<file path="src/rtl/byte_port_arbiter_pkg.sv">
// Shared types and constants for the two-port byte arbiter.
package byte_arb_pkg;

  localparam int unsigned NUM_REQ = 2;

  // Identifies which requester a memory read belongs to.
  typedef logic owner_t;

  typedef enum logic {
    ISSUE = 1'b0,
    GAP   = 1'b1
  } state_t;

endpackage

</file>
<file path="src/rtl/byte_port_arbiter_owner_fifo.sv">
// Read-owner FIFO: records which requester issued each outstanding
// memory read so returning data can be steered back in issue order.
module owner_fifo
  import byte_arb_pkg::*;
#(
  parameter int unsigned MAX_OUTSTANDING = 4
) (
  input  logic   clk,
  input  logic   reset_n,
  input  logic   push,
  input  logic   pop,
  input  owner_t din,
  output owner_t dout,
  output logic   full,
  output logic   empty
);

  localparam int unsigned PW = $clog2(MAX_OUTSTANDING);
  localparam logic [PW:0] DEPTH = (PW + 1)'(MAX_OUTSTANDING);

  logic [MAX_OUTSTANDING-1:0] mem_q, mem_d;
  logic [PW-1:0]              wr_ptr_q, wr_ptr_d;
  logic [PW-1:0]              rd_ptr_q, rd_ptr_d;
  logic [PW:0]                count_q, count_d;
  logic                       push_ok, pop_ok;

  assign full  = (count_q == DEPTH);
  assign empty = (count_q == '0);
  assign dout  = mem_q[rd_ptr_q];

  // Next-state for storage, pointers and occupancy; pointers wrap
  // naturally because the depth is a power of two.
  always_comb begin
    push_ok  = push & ~full;
    pop_ok   = pop & ~empty;
    mem_d    = mem_q;
    wr_ptr_d = wr_ptr_q;
    rd_ptr_d = rd_ptr_q;
    count_d  = count_q;
    if (push_ok) begin
      mem_d[wr_ptr_q] = din;
      wr_ptr_d        = wr_ptr_q + 1'b1;
    end
    if (pop_ok) begin
      rd_ptr_d = rd_ptr_q + 1'b1;
    end
    case ({push_ok, pop_ok})
      2'b10:   count_d = count_q + 1'b1;
      2'b01:   count_d = count_q - 1'b1;
      default: count_d = count_q;
    endcase
  end

  // FIFO state registers.
  always_ff @(posedge clk or negedge reset_n) begin
    if (!reset_n) begin
      mem_q    <= '0;
      wr_ptr_q <= '0;
      rd_ptr_q <= '0;
      count_q  <= '0;
    end else begin
      mem_q    <= mem_d;
      wr_ptr_q <= wr_ptr_d;
      rd_ptr_q <= rd_ptr_d;
      count_q  <= count_d;
    end
  end

endmodule

</file>
<file path="src/rtl/byte_port_arbiter.sv">
// Two-requester byte memory port arbiter with command spacing and
// in-order read-data steering.
// Build option: define BYTE_ARB_FIXED_PRIORITY_EN to make requester 0
// win every contention (no round-robin history kept).
module byte_port_arbiter
  import byte_arb_pkg::*;
#(
  parameter int unsigned ADDR_WIDTH      = 24,
  parameter int unsigned CYCLES          = 1,
  parameter int unsigned MAX_OUTSTANDING = 4
) (
  input  logic                  clk,
  input  logic                  reset_n,
  input  logic                  rq0_rd,
  input  logic                  rq0_wr,
  input  logic [ADDR_WIDTH-1:0] rq0_addr,
  input  logic [7:0]            rq0_wr_data,
  output logic                  rq0_ready,
  output logic [7:0]            rq0_rd_data,
  output logic                  rq0_rd_data_valid,
  input  logic                  rq1_rd,
  input  logic                  rq1_wr,
  input  logic [ADDR_WIDTH-1:0] rq1_addr,
  input  logic [7:0]            rq1_wr_data,
  output logic                  rq1_ready,
  output logic [7:0]            rq1_rd_data,
  output logic                  rq1_rd_data_valid,
  output logic                  mem_rd,
  output logic                  mem_wr,
  output logic [ADDR_WIDTH-1:0] mem_addr,
  output logic [7:0]            mem_wr_data,
  input  logic [7:0]            mem_rd_data,
  input  logic                  mem_rd_data_valid,
  output logic                  err_orphan
);

  localparam logic [3:0] GAP_LOAD = 4'(CYCLES - 1);

  state_t     state_q, state_d;
  logic [3:0] gap_q, gap_d;
  logic       err_orphan_q, err_orphan_d;
  logic [7:0] rd_data0_q, rd_data0_d;
  logic [7:0] rd_data1_q, rd_data1_d;
`ifndef BYTE_ARB_FIXED_PRIORITY_EN
  owner_t     last_grant_q, last_grant_d;
`endif

  logic   elig0, elig1, grant;
  owner_t sel;
  logic   fifo_push, fifo_pop, fifo_full, fifo_empty;
  owner_t fifo_dout;

  owner_fifo #(
    .MAX_OUTSTANDING(MAX_OUTSTANDING)
  ) u_owner_fifo (
    .clk    (clk),
    .reset_n(reset_n),
    .push   (fifo_push),
    .pop    (fifo_pop),
    .din    (sel),
    .dout   (fifo_dout),
    .full   (fifo_full),
    .empty  (fifo_empty)
  );

  // Grant selection and combinational drive of the memory command.
  always_comb begin
    elig0 = rq0_wr | (rq0_rd & ~fifo_full);
    elig1 = rq1_wr | (rq1_rd & ~fifo_full);
    sel   = 1'b0;
    if (elig0 && elig1) begin
`ifdef BYTE_ARB_FIXED_PRIORITY_EN
      sel = 1'b0;
`else
      sel = ~last_grant_q;
`endif
    end else if (elig1) begin
      sel = 1'b1;
    end
    grant       = reset_n & (state_q == ISSUE) & (elig0 | elig1);
    rq0_ready   = grant & ~sel;
    rq1_ready   = grant & sel;
    mem_rd      = 1'b0;
    mem_wr      = 1'b0;
    mem_addr    = '0;
    mem_wr_data = '0;
    if (rq0_ready) begin
      mem_rd      = rq0_rd;
      mem_wr      = rq0_wr;
      mem_addr    = rq0_addr;
      mem_wr_data = rq0_wr_data;
    end else if (rq1_ready) begin
      mem_rd      = rq1_rd;
      mem_wr      = rq1_wr;
      mem_addr    = rq1_addr;
      mem_wr_data = rq1_wr_data;
    end
    fifo_push = mem_rd;
  end

  // Read-return steering: the FIFO head names the owner of each byte;
  // outputs pass the byte through in the return cycle and then hold it.
  always_comb begin
    fifo_pop          = mem_rd_data_valid;
    rq0_rd_data_valid = reset_n & mem_rd_data_valid & ~fifo_empty & (fifo_dout == 1'b0);
    rq1_rd_data_valid = reset_n & mem_rd_data_valid & ~fifo_empty & (fifo_dout == 1'b1);
    rd_data0_d        = rq0_rd_data_valid ? mem_rd_data : rd_data0_q;
    rd_data1_d        = rq1_rd_data_valid ? mem_rd_data : rd_data1_q;
    rq0_rd_data       = rd_data0_d;
    rq1_rd_data       = rd_data1_d;
    err_orphan_d      = err_orphan_q | (mem_rd_data_valid & fifo_empty);
    err_orphan        = err_orphan_q;
  end

  // Issue/gap sequencing and round-robin history.
  always_comb begin
    state_d = state_q;
    gap_d   = gap_q;
`ifndef BYTE_ARB_FIXED_PRIORITY_EN
    last_grant_d = grant ? sel : last_grant_q;
`endif
    case (state_q)
      ISSUE: begin
        if (grant && (CYCLES > 1)) begin
          state_d = GAP;
          gap_d   = GAP_LOAD;
        end
      end
      GAP: begin
        if (gap_q <= 4'd1) begin
          state_d = ISSUE;
          gap_d   = '0;
        end else begin
          gap_d = gap_q - 4'd1;
        end
      end
      default: begin
        state_d = ISSUE;
        gap_d   = '0;
      end
    endcase
  end

  // Control and holding registers.
  always_ff @(posedge clk or negedge reset_n) begin
    if (!reset_n) begin
      state_q      <= ISSUE;
      gap_q        <= '0;
      err_orphan_q <= 1'b0;
      rd_data0_q   <= '0;
      rd_data1_q   <= '0;
`ifndef BYTE_ARB_FIXED_PRIORITY_EN
      last_grant_q <= 1'b1;
`endif
    end else begin
      state_q      <= state_d;
      gap_q        <= gap_d;
      err_orphan_q <= err_orphan_d;
      rd_data0_q   <= rd_data0_d;
      rd_data1_q   <= rd_data1_d;
`ifndef BYTE_ARB_FIXED_PRIORITY_EN
      last_grant_q <= last_grant_d;
`endif
    end
  end

endmodule

</file>
<file path="config.mk">
export PLATFORM = sky130hd
export DESIGN_NAME = byte_port_arbiter
export DESIGN_NICKNAME = d
export VERILOG_FILES = /design/src/rtl/byte_port_arbiter_pkg.sv /design/src/rtl/byte_port_arbiter_owner_fifo.sv /design/src/rtl/byte_port_arbiter.sv
export SDC_FILE = /design/constraint.sdc
export NUM_CORES = 1
export LEC_CHECK = 0
export ABC_AREA = 1
export CELL_PAD_IN_SITES_DETAIL_PLACEMENT = 1
export CELL_PAD_IN_SITES_GLOBAL_PLACEMENT = 1
export CORE_ASPECT_RATIO = 2
export CORE_MARGIN = 1.5
export CORE_UTILIZATION = 27
export DETAILED_ROUTE_END_ITERATION = 8
export MAX_ROUTING_LAYER = met4
export PLACE_DENSITY_LB_ADDON = 0.25
export SYNTH_ARGS = -nofsm -noshare
export SYNTH_HDL_FRONTEND = slang
export SYNTH_HIERARCHICAL = 1
export SYNTH_SLANG_ARGS = --single-unit
</file>
<file path="constraint.sdc">
create_clock -name clk -period 4.3 [get_ports clk]
set_input_delay 0.86 -clock clk [delete_from_list [all_inputs] [get_ports clk]]
set_output_delay 0.86 -clock clk [all_outputs]
set_load 0.01 [all_outputs]
</file>
==> results of run 1 <==
state kept, by name (all words and copies together) (netlist names):
name and cells:
u_owner_fifo/mem_q 4, err_orphan 1, u_owner_fifo/rd_ptr_q 2, u_owner_fifo/wr_ptr_q 2, rd_data0_q 8, gap_q 4
rd_data1_q 8, last_grant_q 1, state_q 1, u_owner_fifo/count_q 3
cells in the mapped netlist:
| library cell | count | area share, % |
|---|---|---|
| nand2_2 | 5 | 1.4 |
| nand2_1 | 118 | 20 |
| nor2_2 | 1 | 0.28 |
| inv_2 | 2 | 0.34 |
| a21o_1 | 1 | 0.34 |
| ha_1 | 7 | 3.9 |
| fa_1 | 1 | 0.90 |
| o21ai_0 | 24 | 5.4 |
| dfrtp_1 | 33 | 37 |
| o22ai_1 | 1 | 0.28 |
| nand4_1 | 5 | 1.4 |
| nor2_1 | 8 | 1.4 |
| buf_4 | 3 | 1.0 |
| buf_2 | 6 | 1.4 |
| nand3_2 | 3 | 1.4 |
| inv_1 | 33 | 5.6 |
| nand2_4 | 1 | 0.51 |
| xnor2_1 | 1 | 0.39 |
| nor3_1 | 2 | 0.45 |
| buf_6 | 5 | 2.5 |
| xor2_1 | 1 | 0.39 |
| dfstp_2 | 1 | 1.2 |
| nor2_4 | 2 | 1.0 |
| nand3_1 | 42 | 9.5 |
| nor2_8 | 2 | 1.8 |
| a21oi_1 | 1 | 0.23 |
logic make-up after synthesis:
group,count (synthesis),synth area share (%)
flops,34,38.3
simple gates,189,39.0
compound gates,27,6.25
fa+ha+maj,8,4.84
buf+inv,49,10.8
xor+xnor,2,0.788
routing by layer:
| layer | vias to the layer above | GRT usage [%] | part of all wire (%) |
|---|---|---|---|
| li1 | 1238 | - | - |
| met1 | 1181 | 17.7 | 36 |
| met2 | 112 | 31.2 | 51 |
| met3 | 16 | 4.37 | 9.6 |
| met4 | 0 | 7.71 | 3.1 |
| met5 | - | - | 0 |
per-stage QoR:
step / setup WS [ns] / utilization, % / hold WS (ns) / cell area [µm²]
6_report: 0.510 / 47.6 / 0.463 / 3780
5_1_grt: 0.230 / 47.6 / 0.496 / 3780
4_1_cts: 0.477 / 47.6 / 0.472 / 3780
3_5_place_dp: 0.494 / 45.8 / 0.455 / 3630
3_3_place_gp: 0.537 / 45.8 / 0.446 / 3630
2_1_floorplan: 1.78 / - / 0.436 / 2220
where the power goes:
part	leakage [µW]	switching, µW	internal, µW
registers	0.000427	73.0	446
logic	0.00133	492	474
clock network	0.0000739	132	229
total	0.00183	697	1150
cells in the final DEF, fill, tap and decap left out, types with 2 or more instances in the layout:
cell	synthesis	layout
buf_12	0	2
buf_4	3	4
clkbuf_16	0	5
clkdlybuf4s50_1	0	133
dfrtp_1	33	33
ha_1	7	7
inv_1	33	33
inv_2	2	2
nand2_1	118	118
nand2_2	5	5
nand3_1	42	42
nand3_2	3	3
nand4_1	5	5
nor2_1	8	8
nor2_4	2	2
nor2_8	2	2
nor3_1	2	2
o21ai_0	24	24
worst paths after layout:
kind                       slack [ns]  cells after the start                                start                              endpoint
max                              0.51                      6                              reset_n                        rq0_rd_data[4]
min                              0.46                      1                 err_orphan$_DFF_PN0_                  err_orphan$_DFF_PN0_
max reg2reg                      1.36                     17  u_owner_fifo/count_q[1]$_DFFE_PN0P_   u_owner_fifo/count_q[1]$_DFFE_PN0P_
min reg2reg                      0.46                      1                 err_orphan$_DFF_PN0_                  err_orphan$_DFF_PN0_
max in group asynchronous        2.97                      2                              reset_n                  gap_q[3]$_DFFE_PN0P_
min in group asynchronous        1.04                      2                              reset_n  u_owner_fifo/rd_ptr_q[0]$_DFFE_PN0P_
worst max-delay path, stage by stage:
cell             delay [ns]
clkdlybuf4s50_1        0.57
nand2_1                0.07
nor2_1                 0.14
nand2_1                0.31
o21ai_0                0.36
clkdlybuf4s50_1        0.62
area by class of cell:
| class | instances | share of cell area (%) |
|---|---|---|
| repair buffers | 139 | 37.0 |
| multi-input cells | 226 | 29.9 |
| flip-flops and latches | 34 | 22.5 |
| clock buffers | 7 | 3.77 |
| inverters | 35 | 3.47 |
| well taps | 96 | 3.18 |
| clock inverters | 1 | 0.132 |
==> impl_metrics.prom, run 1 <==
# TYPE chip_impl_metric gauge
chip_impl_metric{name="leakagePower",unit="µW"} 0.00183
chip_impl_metric{name="critical_path_peak_fanout",unit=""} 17
chip_impl_metric{name="seqCellArea",unit="µm²"} 852
chip_impl_metric{name="achievable-frequency",unit="MHz"} 264
chip_impl_metric{name="die_w",unit="µm"} 67.2
chip_impl_metric{name="final.setup.tns",unit="ns"} 0
chip_impl_metric{name="areal_power_density_over_the_cells",unit="nW/µm²"} 488
chip_impl_metric{name="final.setup_skew",unit="ns"} 0.00221
chip_impl_metric{name="groute.usage.overall",unit="%"} 17.8
chip_impl_metric{name="route.antenna.remaining_nets",unit=""} 0
chip_impl_metric{name="multi_input_comb_area",unit="µm²"} 1130
chip_impl_metric{name="detailedRoute.firstPassIterationCount",unit=""} 4
chip_impl_info{name="critPathKind",value="in2out"} 1
chip_impl_metric{name="via_per_inst",unit=""} 4.73
chip_impl_metric{name="grt_pass1_vias",unit=""} 2558
chip_impl_metric{name="num_rows",unit=""} 46
chip_impl_metric{name="grt_pass1_wl",unit="µm"} 12000
chip_impl_info{name="worstHoldPathType",value="reg2reg"} 1
chip_impl_metric{name="grt_start_max_net_pins",unit=""} 33
chip_impl_metric{name="drc",unit=""} 0
chip_impl_metric{name="timing_max_transition_violations_final",unit=""} 0
chip_impl_metric{name="finalCriticalPeriod",unit="ns"} 3.79
chip_impl_metric{name="floorplan.initialDensity",unit="%"} 28.0
chip_impl_metric{name="synth-seq-cells",unit=""} 34
chip_impl_metric{name="synth.yosys.warnings",unit=""} 6
chip_impl_metric{name="numCtsBuffers",unit=""} 5
chip_impl_metric{name="die_y",unit="µm"} 131
chip_impl_info{name="cts_tree",value="done"} 1
chip_impl_metric{name="gr-total-overflow",unit=""} 0
chip_impl_info{name="start_kind",value="input pin"} 1
chip_impl_metric{name="final_layout_size_suffix_gt1_share",unit="%"} 6.79
chip_impl_metric{name="mappedNetlistNets",unit=""} 396
chip_impl_metric{name="clkTransAtPathRegs",unit="ns"} 0.05
chip_impl_info{name="status",value="completed"} 1
chip_impl_metric{name="power.total",unit="µW"} 1850
chip_impl_metric{name="netlist-cell-type-count",unit=""} 26
chip_impl_metric{name="layout.cells.non_filler",unit=""} 538
chip_impl_metric{name="ctsHtreeMaxLevel",unit=""} 2
chip_impl_info{name="clk_root_buffer_cell",value="clkbuf_16"} 1
chip_impl_metric{name="antenna_cells",unit=""} 0
chip_impl_info{name="rsz_0062_raised_after_global_routing",value="no"} 1
chip_impl_metric{name="nFillCells",unit=""} 1005
chip_impl_metric{name="netlist_area",unit="µm²"} 2220
chip_impl_metric{name="dp_cells",unit=""} 530
chip_impl_metric{name="final.period_utilization",unit="%"} 88.1
chip_impl_metric{name="dr.first_iter.drc_count",unit=""} 59
chip_impl_metric{name="io_buffers",unit=""} 133
chip_impl_metric{name="finalHoldViolations",unit=""} 0
chip_impl_metric{name="post_cts_buffers",unit=""} 0
chip_impl_metric{name="floorplan.core_area",unit="µm²"} 7940
chip_impl_metric{name="routed_wire_length_per_instance",unit="µm"} 14.1
chip_impl_metric{name="ioPinCount",unit=""} 134
chip_impl_metric{name="globalplace.congestion",unit=""} 0.676
chip_impl_metric{name="cts_resized",unit=""} 0
chip_impl_metric{name="wl",unit="µm"} 7600
chip_impl_info{name="crit_path_end_kind",value="output pin"} 1
chip_impl_metric{name="clock_latency",unit="ns"} 0.28
chip_impl_metric{name="worst_pin_slew",unit="ns"} 0.475
chip_impl_metric{name="grt_antenna_before_repair",unit=""} 0
chip_impl_metric{name="cts_sinks",unit=""} 34
chip_impl_metric{name="routed-via-count",unit=""} 2547
chip_impl_metric{name="synth.yosys.seq_area_share",unit="%"} 38.3
chip_impl_metric{name="setup_viol",unit=""} 0
chip_impl_metric{name="syn-instance-count",unit=""} 309
chip_impl_metric{name="areaGrowthSynthToFinish",unit="%"} 70.2
chip_impl_metric{name="cts_buffer_depth",unit=""} 2
chip_impl_metric{name="floorplan.die_area",unit="µm²"} 8820
chip_impl_metric{name="critPathArrivalTime",unit="ns"} 2.93
chip_impl_metric{name="max-slew-margin-rel",unit="%"} 68.3
chip_impl_metric{name="nets",unit=""} 528
chip_impl_metric{name="required_worst_endpoint",unit="ns"} 3.44
chip_impl_metric{name="maxCapViolCount",unit=""} 0
chip_impl_metric{name="synth_area_per_cell",unit="µm²"} 7.19
chip_impl_metric{name="ctsHoldBuffers",unit=""} 0
chip_impl_metric{name="placed_wire_length_estimate",unit="µm"} 5930
chip_impl_metric{name="vdd.ir_drop.worst",unit="mV"} 0.452
No activity file was read; power rests on OpenSTA's default activity.
==> run 2, diff against run 1 <==
TNS_END_PERCENT = 20   (was default)
==> results of run 2 <==
Final layout, timing and power as in run 1 (identical DEF).
